<file path="config.mk">
export PLATFORM = sky130hd
export DESIGN_NAME = fp_rf_scoreboard
export DESIGN_NICKNAME = d
export VERILOG_FILES = /design/src/rtl/fp_rf_pkg.sv /design/src/rtl/fp_rf_src_lookup.sv /design/src/rtl/fp_rf_scoreboard.sv
export SDC_FILE = /design/constraint.sdc
export NUM_CORES = 2
export LEC_CHECK = 0
export CAP_MARGIN = 10
export CORE_MARGIN = 2
export CORE_UTILIZATION = 50
export CTS_CLUSTER_DIAMETER = 80
export CTS_CLUSTER_SIZE = 28
export DETAILED_ROUTE_END_ITERATION = 12
export PLACE_DENSITY = 0.67
export SKIP_CTS_REPAIR_TIMING = 1
export SLEW_MARGIN = 0
export SYNTH_ARGS = -nofsm -noshare
export SYNTH_HDL_FRONTEND = slang
export SYNTH_HIERARCHICAL = 1
export SYNTH_SLANG_ARGS = --single-unit
</file>
<file path="constraint.sdc">
create_clock -name clk -period 68 [get_ports clk]
set_input_delay 10.2 -clock clk [delete_from_list [all_inputs] [get_ports clk]]
set_output_delay 10.2 -clock clk [all_outputs]
set_load 0.01 [all_outputs]
</file>
<file path="src/rtl/fp_rf_pkg.sv">
// Shared types and helpers for the FP register file / scoreboard.
// Optional same-cycle writeback forwarding is enabled by FP_RF_BYPASS_EN.
package fp_rf_pkg;

  localparam int DEF_DATA_W = 32;
  localparam int DEF_TAG_W  = 4;

  typedef struct packed {
    logic                 busy;
    logic [DEF_TAG_W-1:0] tag;
  } sb_entry_t;

  function automatic int aw_of(input int n);
    return (n < 2) ? 1 : $clog2(n);
  endfunction

  function automatic int src_idx(input int lane, input int s);
    return 2 * lane + s;
  endfunction

  function automatic int src_lsb(input int lane, input int s,
                                 input int w);
    return src_idx(lane, s) * w;
  endfunction

endpackage

</file>
<file path="src/rtl/fp_rf_src_lookup.sv">
// Per-source read resolution: earlier-lane rename, optional
// writeback forwarding (FP_RF_BYPASS_EN) and register-0 masking.
module fp_rf_src_lookup
  import fp_rf_pkg::*;
#(
  parameter int DATA_W  = DEF_DATA_W,
  parameter int NREGS   = 32,
  parameter int NLANE   = 2,
  parameter int NWB     = 2,
  parameter int TAG_W   = DEF_TAG_W,
  parameter int R0_ZERO = 1,
  parameter int LANE    = 0
) (
  input  logic [aw_of(NREGS)-1:0]       addr,
  input  logic [DATA_W-1:0]             rd_data,
  input  logic                          rd_busy,
  input  logic [TAG_W-1:0]              rd_tag,
  input  logic [NLANE-1:0]              disp_we,
  input  logic [NLANE*aw_of(NREGS)-1:0] disp_addr,
  input  logic [NLANE*TAG_W-1:0]        disp_tag,
`ifdef FP_RF_BYPASS_EN
  input  logic [NWB-1:0]                wb_we,
  input  logic [NWB*aw_of(NREGS)-1:0]   wb_addr,
  input  logic [NWB*DATA_W-1:0]         wb_data,
  input  logic [NWB*TAG_W-1:0]          wb_tag,
`endif
  output logic [DATA_W-1:0]             data,
  output logic                          busy,
  output logic [TAG_W-1:0]              tag
);

  localparam int AW = aw_of(NREGS);

  logic             claim;
  logic [TAG_W-1:0] ctag;
  logic             is_r0;

  assign is_r0 = (R0_ZERO != 0) && (addr == '0);

  always_comb begin
    claim = 1'b0;
    ctag  = '0;
    for (int j = 0; j < NLANE; j++) begin
      if (j < LANE && disp_we[j] &&
          disp_addr[j*AW +: AW] == addr) begin
        claim = 1'b1;
        ctag  = disp_tag[j*TAG_W +: TAG_W];
      end
    end
  end

  always_comb begin
    data = rd_data;
    busy = rd_busy;
    tag  = rd_tag;
`ifdef FP_RF_BYPASS_EN
    if (!claim) begin
      for (int p = 0; p < NWB; p++) begin
        if (wb_we[p] && wb_addr[p*AW +: AW] == addr) begin
          if (!rd_busy) begin
            data = wb_data[p*DATA_W +: DATA_W];
          end else if (wb_tag[p*TAG_W +: TAG_W] == rd_tag) begin
            data = wb_data[p*DATA_W +: DATA_W];
            busy = 1'b0;
          end
        end
      end
    end
`endif
    if (claim) begin
      busy = 1'b1;
      tag  = ctag;
    end
    if (is_r0) begin
      data = '0;
      busy = 1'b0;
      tag  = '0;
    end
  end

endmodule

</file>
<file path="src/rtl/fp_rf_scoreboard.sv">
// FP register file with per-register busy/producer-tag scoreboard.
// Define FP_RF_BYPASS_EN to forward same-cycle writeback to reads.
module fp_rf_scoreboard
  import fp_rf_pkg::*;
#(
  parameter int DATA_W  = DEF_DATA_W,
  parameter int NREGS   = 32,
  parameter int NLANE   = 2,
  parameter int NWB     = 2,
  parameter int TAG_W   = DEF_TAG_W,
  parameter int R0_ZERO = 1
) (
  input  logic                            clk,
  input  logic                            rst,
  input  logic                            flush,
  input  logic [NLANE*2*aw_of(NREGS)-1:0] src_addr,
  output logic [NLANE*2*DATA_W-1:0]       src_data,
  output logic [NLANE*2-1:0]              src_busy,
  output logic [NLANE*2*TAG_W-1:0]        src_tag,
  input  logic [NLANE-1:0]                disp_we,
  input  logic [NLANE*aw_of(NREGS)-1:0]   disp_addr,
  input  logic [NLANE*TAG_W-1:0]          disp_tag,
  input  logic [NWB-1:0]                  wb_we,
  input  logic [NWB*aw_of(NREGS)-1:0]     wb_addr,
  input  logic [NWB*DATA_W-1:0]           wb_data,
  input  logic [NWB*TAG_W-1:0]            wb_tag
);

  localparam int AW = aw_of(NREGS);

  typedef struct packed {
    logic             busy;
    logic [TAG_W-1:0] tag;
  } sb_t;

  logic [DATA_W-1:0] data_q [NREGS];
  sb_t               sb_q   [NREGS];

  function automatic logic legal(input logic [AW-1:0] a);
    return !((R0_ZERO != 0) && (a == '0));
  endfunction

  // Later loop iterations override earlier ones: flush > disp > clear.
  always_ff @(posedge clk or posedge rst) begin
    if (rst) begin
      for (int r = 0; r < NREGS; r++) begin
        data_q[r] <= '0;
        sb_q[r]   <= '0;
      end
    end else begin
      for (int p = 0; p < NWB; p++) begin
        if (wb_we[p] && legal(wb_addr[p*AW +: AW])) begin
          data_q[wb_addr[p*AW +: AW]] <=
            wb_data[p*DATA_W +: DATA_W];
          if (sb_q[wb_addr[p*AW +: AW]].busy &&
              sb_q[wb_addr[p*AW +: AW]].tag ==
              wb_tag[p*TAG_W +: TAG_W])
            sb_q[wb_addr[p*AW +: AW]].busy <= 1'b0;
        end
      end
      if (flush) begin
        for (int r = 0; r < NREGS; r++)
          sb_q[r].busy <= 1'b0;
      end else begin
        for (int l = 0; l < NLANE; l++) begin
          if (disp_we[l] && legal(disp_addr[l*AW +: AW])) begin
            sb_q[disp_addr[l*AW +: AW]].busy <= 1'b1;
            sb_q[disp_addr[l*AW +: AW]].tag  <=
              disp_tag[l*TAG_W +: TAG_W];
          end
        end
      end
    end
  end

  for (genvar i = 0; i < NLANE * 2; i++) begin : g_src
    logic [AW-1:0] a;
    assign a = src_addr[i*AW +: AW];

    fp_rf_src_lookup #(
      .DATA_W  (DATA_W),
      .NREGS   (NREGS),
      .NLANE   (NLANE),
      .NWB     (NWB),
      .TAG_W   (TAG_W),
      .R0_ZERO (R0_ZERO),
      .LANE    (i / 2)
    ) u_lookup (
      .addr      (a),
      .rd_data   (data_q[a]),
      .rd_busy   (sb_q[a].busy),
      .rd_tag    (sb_q[a].tag),
      .disp_we   (disp_we),
      .disp_addr (disp_addr),
      .disp_tag  (disp_tag),
`ifdef FP_RF_BYPASS_EN
      .wb_we     (wb_we),
      .wb_addr   (wb_addr),
      .wb_data   (wb_data),
      .wb_tag    (wb_tag),
`endif
      .data      (src_data[i*DATA_W +: DATA_W]),
      .busy      (src_busy[i]),
      .tag       (src_tag[i*TAG_W +: TAG_W])
    );
  end

endmodule

</file>
======== Word level (Yosys, flattened, before mapping) ========
Index checks and enable logic that the tools add are counted.
word-level totals
  flip-flop bits (word level) ............. 1184
  bits of input ports ..................... 127
  logic and storage cells ................. 291
cells by class
  order comparisons ....................... 12
  equality and inequality tests ........... 4
  muxes and demuxes ....................... 147
  bitwise gates (word level) .............. 8
  reduce and logical (&&, ||, !) cells .... 24
operator list
  operator              number
  $bwmux W1024          2
  $mux W1024            2
  $mux W160             7
  $bwmux W160           6
  $bmux W32 S5          4
  $mux W32              14
  $demux W32 S5         2
  $mux W4               42
  $bmux W5 S5           6
  $demux W5 S5          6
  $mux W5               16
  $ge A6 B6 Y1 const B  8
  $not A5 Y6            8
  $logic_not A5 Y1      8
  $mux W1               40
  $lt A6 B1 Y1 const B  4
  $logic_and A1 B1 Y1   12
  $eq A5 B5 Y1          2
  $eq A4 B4 Y1          2
  $logic_not A1 Y1      4

======== Depth between registers and ports, before layout ========
  depth after elaboration ................. 19
  gate-level depth with buffers ........... 12
  gate-level depth less buffers ........... 7

======== Hierarchy ========
The synthesis kept the hierarchy.
by module, submodules not included
  module                                     times used  cells each  area each (µm²)  seq. area each (µm²)
  fp_rf_scoreboard                           1           7776        93863.8          29628.4
  fp_rf_src_lookup at g_src[2].u_lookup ...  2           61          454.2            0.0
  fp_rf_src_lookup at g_src[0].u_lookup ...  2           45          359.1            0.0

======== Worst setup path before layout ========
No wires, ideal clock.
  kind .................................... input-to-output
  start point ............................. input src_addr[15]
  end point ............................... output src_busy[3]
  arrival time ............................ 12.867 ns
  data required time ...................... 57.800 ns
  slack ................................... 44.933 ns
  stages on the path ...................... 8
  buffers on the path ..................... 3
  path through ............................ clkbuf_1 -> clkbuf_1 -> buf_1 -> mux4_2 -> mux4_2 -> mux2_2 -> a21oi_1 -> nor2_1
on the way
  longest elaborated chain between the ends .. 6
  elaborated cells between the ends (all ways) .. 10
RTL lines
  element                           line                    source
  start, declared                   fp_rf_scoreboard.sv:16  input logic [NLANE*2*aw_of(NREGS)-1:0] src_addr,
  $not A5 Y6 (implied by the code)  fp_rf_scoreboard.sv:91  .rd_busy (sb_q[a].busy),
  $bmux W5 S5                       fp_rf_scoreboard.sv:91
  $mux W5 (2 in series)             --
  $mux W1                           fp_rf_src_lookup.sv:70  if (claim) begin
  $mux W1 *                         fp_rf_src_lookup.sv:74  if (is_r0) begin
  end, declared                     fp_rf_scoreboard.sv:18  output logic [NLANE*2-1:0] src_busy,
Every way passes the cells marked *; elsewhere a longest branch is shown, timed or not. The select of a mux whose other input is x is not followed.

======== Worst setup path after layout ========
  start point ............................. input src_addr[0]
  end point ............................... output src_data[11]
on the way
  longest elaborated chain between the ends .. 5
  elaborated cells between the ends (all ways) .. 6
RTL lines
  element                                       line                    source
  $not A5 Y6 (implied by the code)              fp_rf_scoreboard.sv:90  .rd_data (data_q[a]),
  $bmux W32 S5                                  fp_rf_scoreboard.sv:90
  $mux W32 (implied by the code) (2 in series)  fp_rf_scoreboard.sv:90
  $mux W32 *                                    fp_rf_src_lookup.sv:74
  end, declared                                 fp_rf_scoreboard.sv:17  output logic [NLANE*2*DATA_W-1:0] src_data,
Marks and branches as above.

==> Implementation_results.wiki <==
{| class="wikitable"
! Metric !! Value
|-
| Outcome || complete, no violations
|-
| Measured slew at the worst slew-check pin || around 1.4 ns
|-
| Clock network fraction of total power || between 20% and 30%
|-
| Buffer cell driving the clock tree root || sky130_fd_sc_hd__clkbuf_16
|-
| Max clock buf depth || 3
|-
| Type of element capturing the critical path || output pin
|-
| Total negative setup slack || 0 ns
|-
| Area leader, netlist || sky130_fd_sc_hd__mux4_2
|-
| Hold worst-path end || data_q[1020]
|-
| Number of top-level design ports || between 200 and 300
|-
| Number of hold violations in the final report || 0
|-
| Placement Rows || 160
|-
| Total CTS buffers || 90
|-
| Final critical-path share of the clock period || between 30% and 40%
|-
| Number of enable flip-flop cells after synthesis || 0
|-
| Leakage power summed over all cells || ~40 nW
|-
| Port Buf Inserts || approximately 270
|-
| Worst R2R Setup Slack || between 60 and 70 ns
|-
| Grt total ovfl || 0
|-
| Minimum setup slack in the final design || 42.52 ns
|-
| Number of distinct standard cells referenced by the synthesized netlist || between 60 and 70
|-
| Syn nets || roughly 8,100
|-
| Top cells by area in the synthesized netlist || sky130_fd_sc_hd__mux4_2 37%, sky130_fd_sc_hd__dfrtp_1 31%, sky130_fd_sc_hd__mux2i_1 9.8%
|-
| Pins over their slew limit || 0
|-
| Final worst path period need || between 20 and 30 ns
|-
| Most used cells in the layout excluding fill and tap cells || 1,552 x sky130_fd_sc_hd__mux4_2, 1,184 x sky130_fd_sc_hd__dfrtp_1, 937 x sky130_fd_sc_hd__mux2i_1
|-
| Cell count after synthesis || approximately 8,000
|-
| Pwr Density || 27.5 mW/mm²
|-
| Clock tree from TritonCTS || built
|-
| Worst clock skew || 0.0743 ns
|-
| Number of nets still failing antenna checks after routing || 0
|-
| Register area share after synthesis || a little under a third
|-
| Final HPWL DP || between 200,000 and 250,000 µm
|-
| Final hold slack || approximately 0.45 ns
|-
| VDD IR-drop max || 0.0270 mV
|-
| Final weighted congestion in routability-driven placement || roughly 0.95
|-
| CP startpoint kind || input port
|-
| Die Span X || about 440 µm
|-
| Worst r2r dst || sb_q[14]
|-
| Origin of the worst min-delay path || data_q[1020]
|-
| Total via count after detailed routing || about 78,000
|-
| Mean instance size in the synthesized netlist || between 10 and 15 µm²
|-
| Min-Delay Path Class || flop to flop
|-
| Most frequent standard cell in the layout excluding fill and tap cells || sky130_fd_sc_hd__mux4_2
|-
| Worst endpoint required time || 57.80 ns
|-
| Layout net count || roughly 7,700
|-
| Total die area || approximately 0.19 mm²
|-
| Core box area || roughly 0.19 mm²
|-
| Start point of the critical path || src_addr[0]
|-
| Overall global routing resource usage || 40.4%
|-
| Share of power burned in combinational logic || about 38%
|-
| Switching fraction of total power || between 30% and 40%
|-
| Crit Reg-Reg Startpoint || sb_q[100]
|-
| Global-route wire length before repair || roughly 560,000 µm
|-
| Number of iterations in the first detailed-routing pass || 8
|-
| Yosys warning count || 6
|-
| Setup violators final || 0
|-
| Clk Latency, worst-skew pair || 0.82 ns
|-
| Worst slack after detailed placement || 42.49 ns
|-
| CTS H-tree depth || 3
|-
| Fraction of final layout cells sized beyond drive strength 1 || 29.5%
|-
| Netlist area before placement || 0.0955 mm²
|-
| Share of total power in sequential cells || about two fifths
|-
| Max-slew headroom || about 6.3%
|-
| Initial Util || between 50% and 60%
|-
| DR vias/cell || between 7 and 8
|-
| Data arrival time of the critical path || between 15 and 20 ns
|-
| Clock sink total || about 1,200
|-
| Iteration-0 DRC count of the detailed router || 12,400
|-
| Clock-pin transition on the worst setup and hold timing paths || 0.08 ns
|-
| Net switching power || around 1.0 mW
|-
| Cell count of the worst hold path || 0
|-
| Largest net degree at the start of global routing || 167
|-
| Dominant synthesized flop cell || sky130_fd_sc_hd__dfrtp_1
|-
| Count of unresolved DRC violations after routing || 0
|-
| Ys async rst share || 100%
|-
| WL final || 393,000 µm
|-
| Maximum fanout encountered on the critical timing path || between 40 and 50
|-
| Unrepaired setup endpoints after global routing || no
|-
| Number of global-route vias before repair || 76,800
|-
| Area grow syn2layout || 7.99%
|-
| Initial antenna violation count || 37
|-
| R2R depth || 8
|-
| Worst setup path category || input port to output pin
|-
| Height of the chip || around 440 µm
|-
| Maxcap violations || 0
|-
| Area fraction of the dominant cell type after synthesis || 36.6%
|-
| Max Fclk || around 39 MHz
|-
| WL per Instance || around 39 µm
|-
| Internal power contribution || approximately 1.8 mW
|-
| Synthesis-stage register bit count || 1,184
|}
-- flip-flops by register name, summed over array words and instances, names as in the netlist --
name	cells
data_q	1024
sb_q	160
-- worst max-delay path, cell delays in order --
cell	delay (ns)
sky130_fd_sc_hd__buf_8	0.45
sky130_fd_sc_hd__buf_4	0.73
sky130_fd_sc_hd__buf_4	0.77
sky130_fd_sc_hd__buf_4	0.85
sky130_fd_sc_hd__mux4_2	0.60
sky130_fd_sc_hd__mux4_2	0.50
sky130_fd_sc_hd__mux2_2	0.35
sky130_fd_sc_hd__a21boi_1	0.15
sky130_fd_sc_hd__clkdlybuf4s50_1	0.53
-- metal layers --
layer  GRT usage (%)  routed length (µm)
met3            17.1               63200
met2            56.7              167000
met1            49.9              128000
met4            29.5               34700
met5               0                 183
-- cells in the mapped netlist, drive strengths merged (11+ instances only) --
library cell  instances
a21boi               75
a21oi               769
a32oi               125
and2                 75
buf                 232
clkbuf              792
dfrtp              1184
inv                  16
mux2                154
mux2i               937
mux4               1556
nand2               496
nand2b               19
nand3                30
nor2                828
nor2b                31
nor3                 17
nor4                 16
o21ai               406
o221a                13
o22ai                93
o41a                 13
o41ai                13
or2                  11
xnor2                13
-- per-stage QoR --
stage               utilization [%]  instance area, µm²  total power [mW]  std cells
floorplan                         -               95500              1.83       7988
global placement               52.3               99400              2.13       9931
detailed placement             52.3               99400              2.18       9931
CTS                            54.1              103000              2.80      10100
global route                   54.3              103000              2.94      10100
finish                         54.3              103000              2.84      10100
-- how the worst max path moves through the flow --
stage	endpoint	slack, ns	cells past startpoint
2_1_floorplan	data_q[0]	24.45	1
3_3_place_gp	src_data[11]	42.55	9
3_5_place_dp	src_data[19]	42.49	9
4_1_cts	src_data[11]	42.50	9
5_1_grt	src_data[17]	42.22	9
6_report	src_data[11]	42.52	9
-- logic make-up after synthesis --
logic type / count (synthesis) / share of synthesized area (%)
AND/OR/NAND/NOR: 1550 / 6.83
buffers and inverters: 1040 / 4.29
AO/OA/AOI/OAI: 1551 / 9.36
XOR/XNOR: 16 / 0.147
flip-flops: 1184 / 31.0
multiplexers: 2647 / 48.3
-- layout make-up --
class / count / area [µm²]
clock buffer: 99 / 2370
fill: 15500 / 86900
clock inverter: 69 / 990
sequential: 1184 / 29600
inverter: 16 / 72.6
timing repair buffer: 471 / 4540
multi-input combinational: 5764 / 62300
tap: 2511 / 3140
antenna: 28 / 70.1
-- power by group through the flow --
| stage | clock network (mW) | registers, mW | logic [mW] |
|---|---|---|---|
| 6_report | 0.631 | 1.13 | 1.08 |
| 5_1_grt | 0.655 | 1.15 | 1.13 |
| 4_1_cts | 0.630 | 1.12 | 1.06 |
| 3_5_place_dp | 0 | 1.13 | 1.05 |
| 3_3_place_gp | 0 | 1.10 | 1.03 |
| 2_1_floorplan | 0 | 1.04 | 0.788 |
Power figures use the tool's default switching activity.
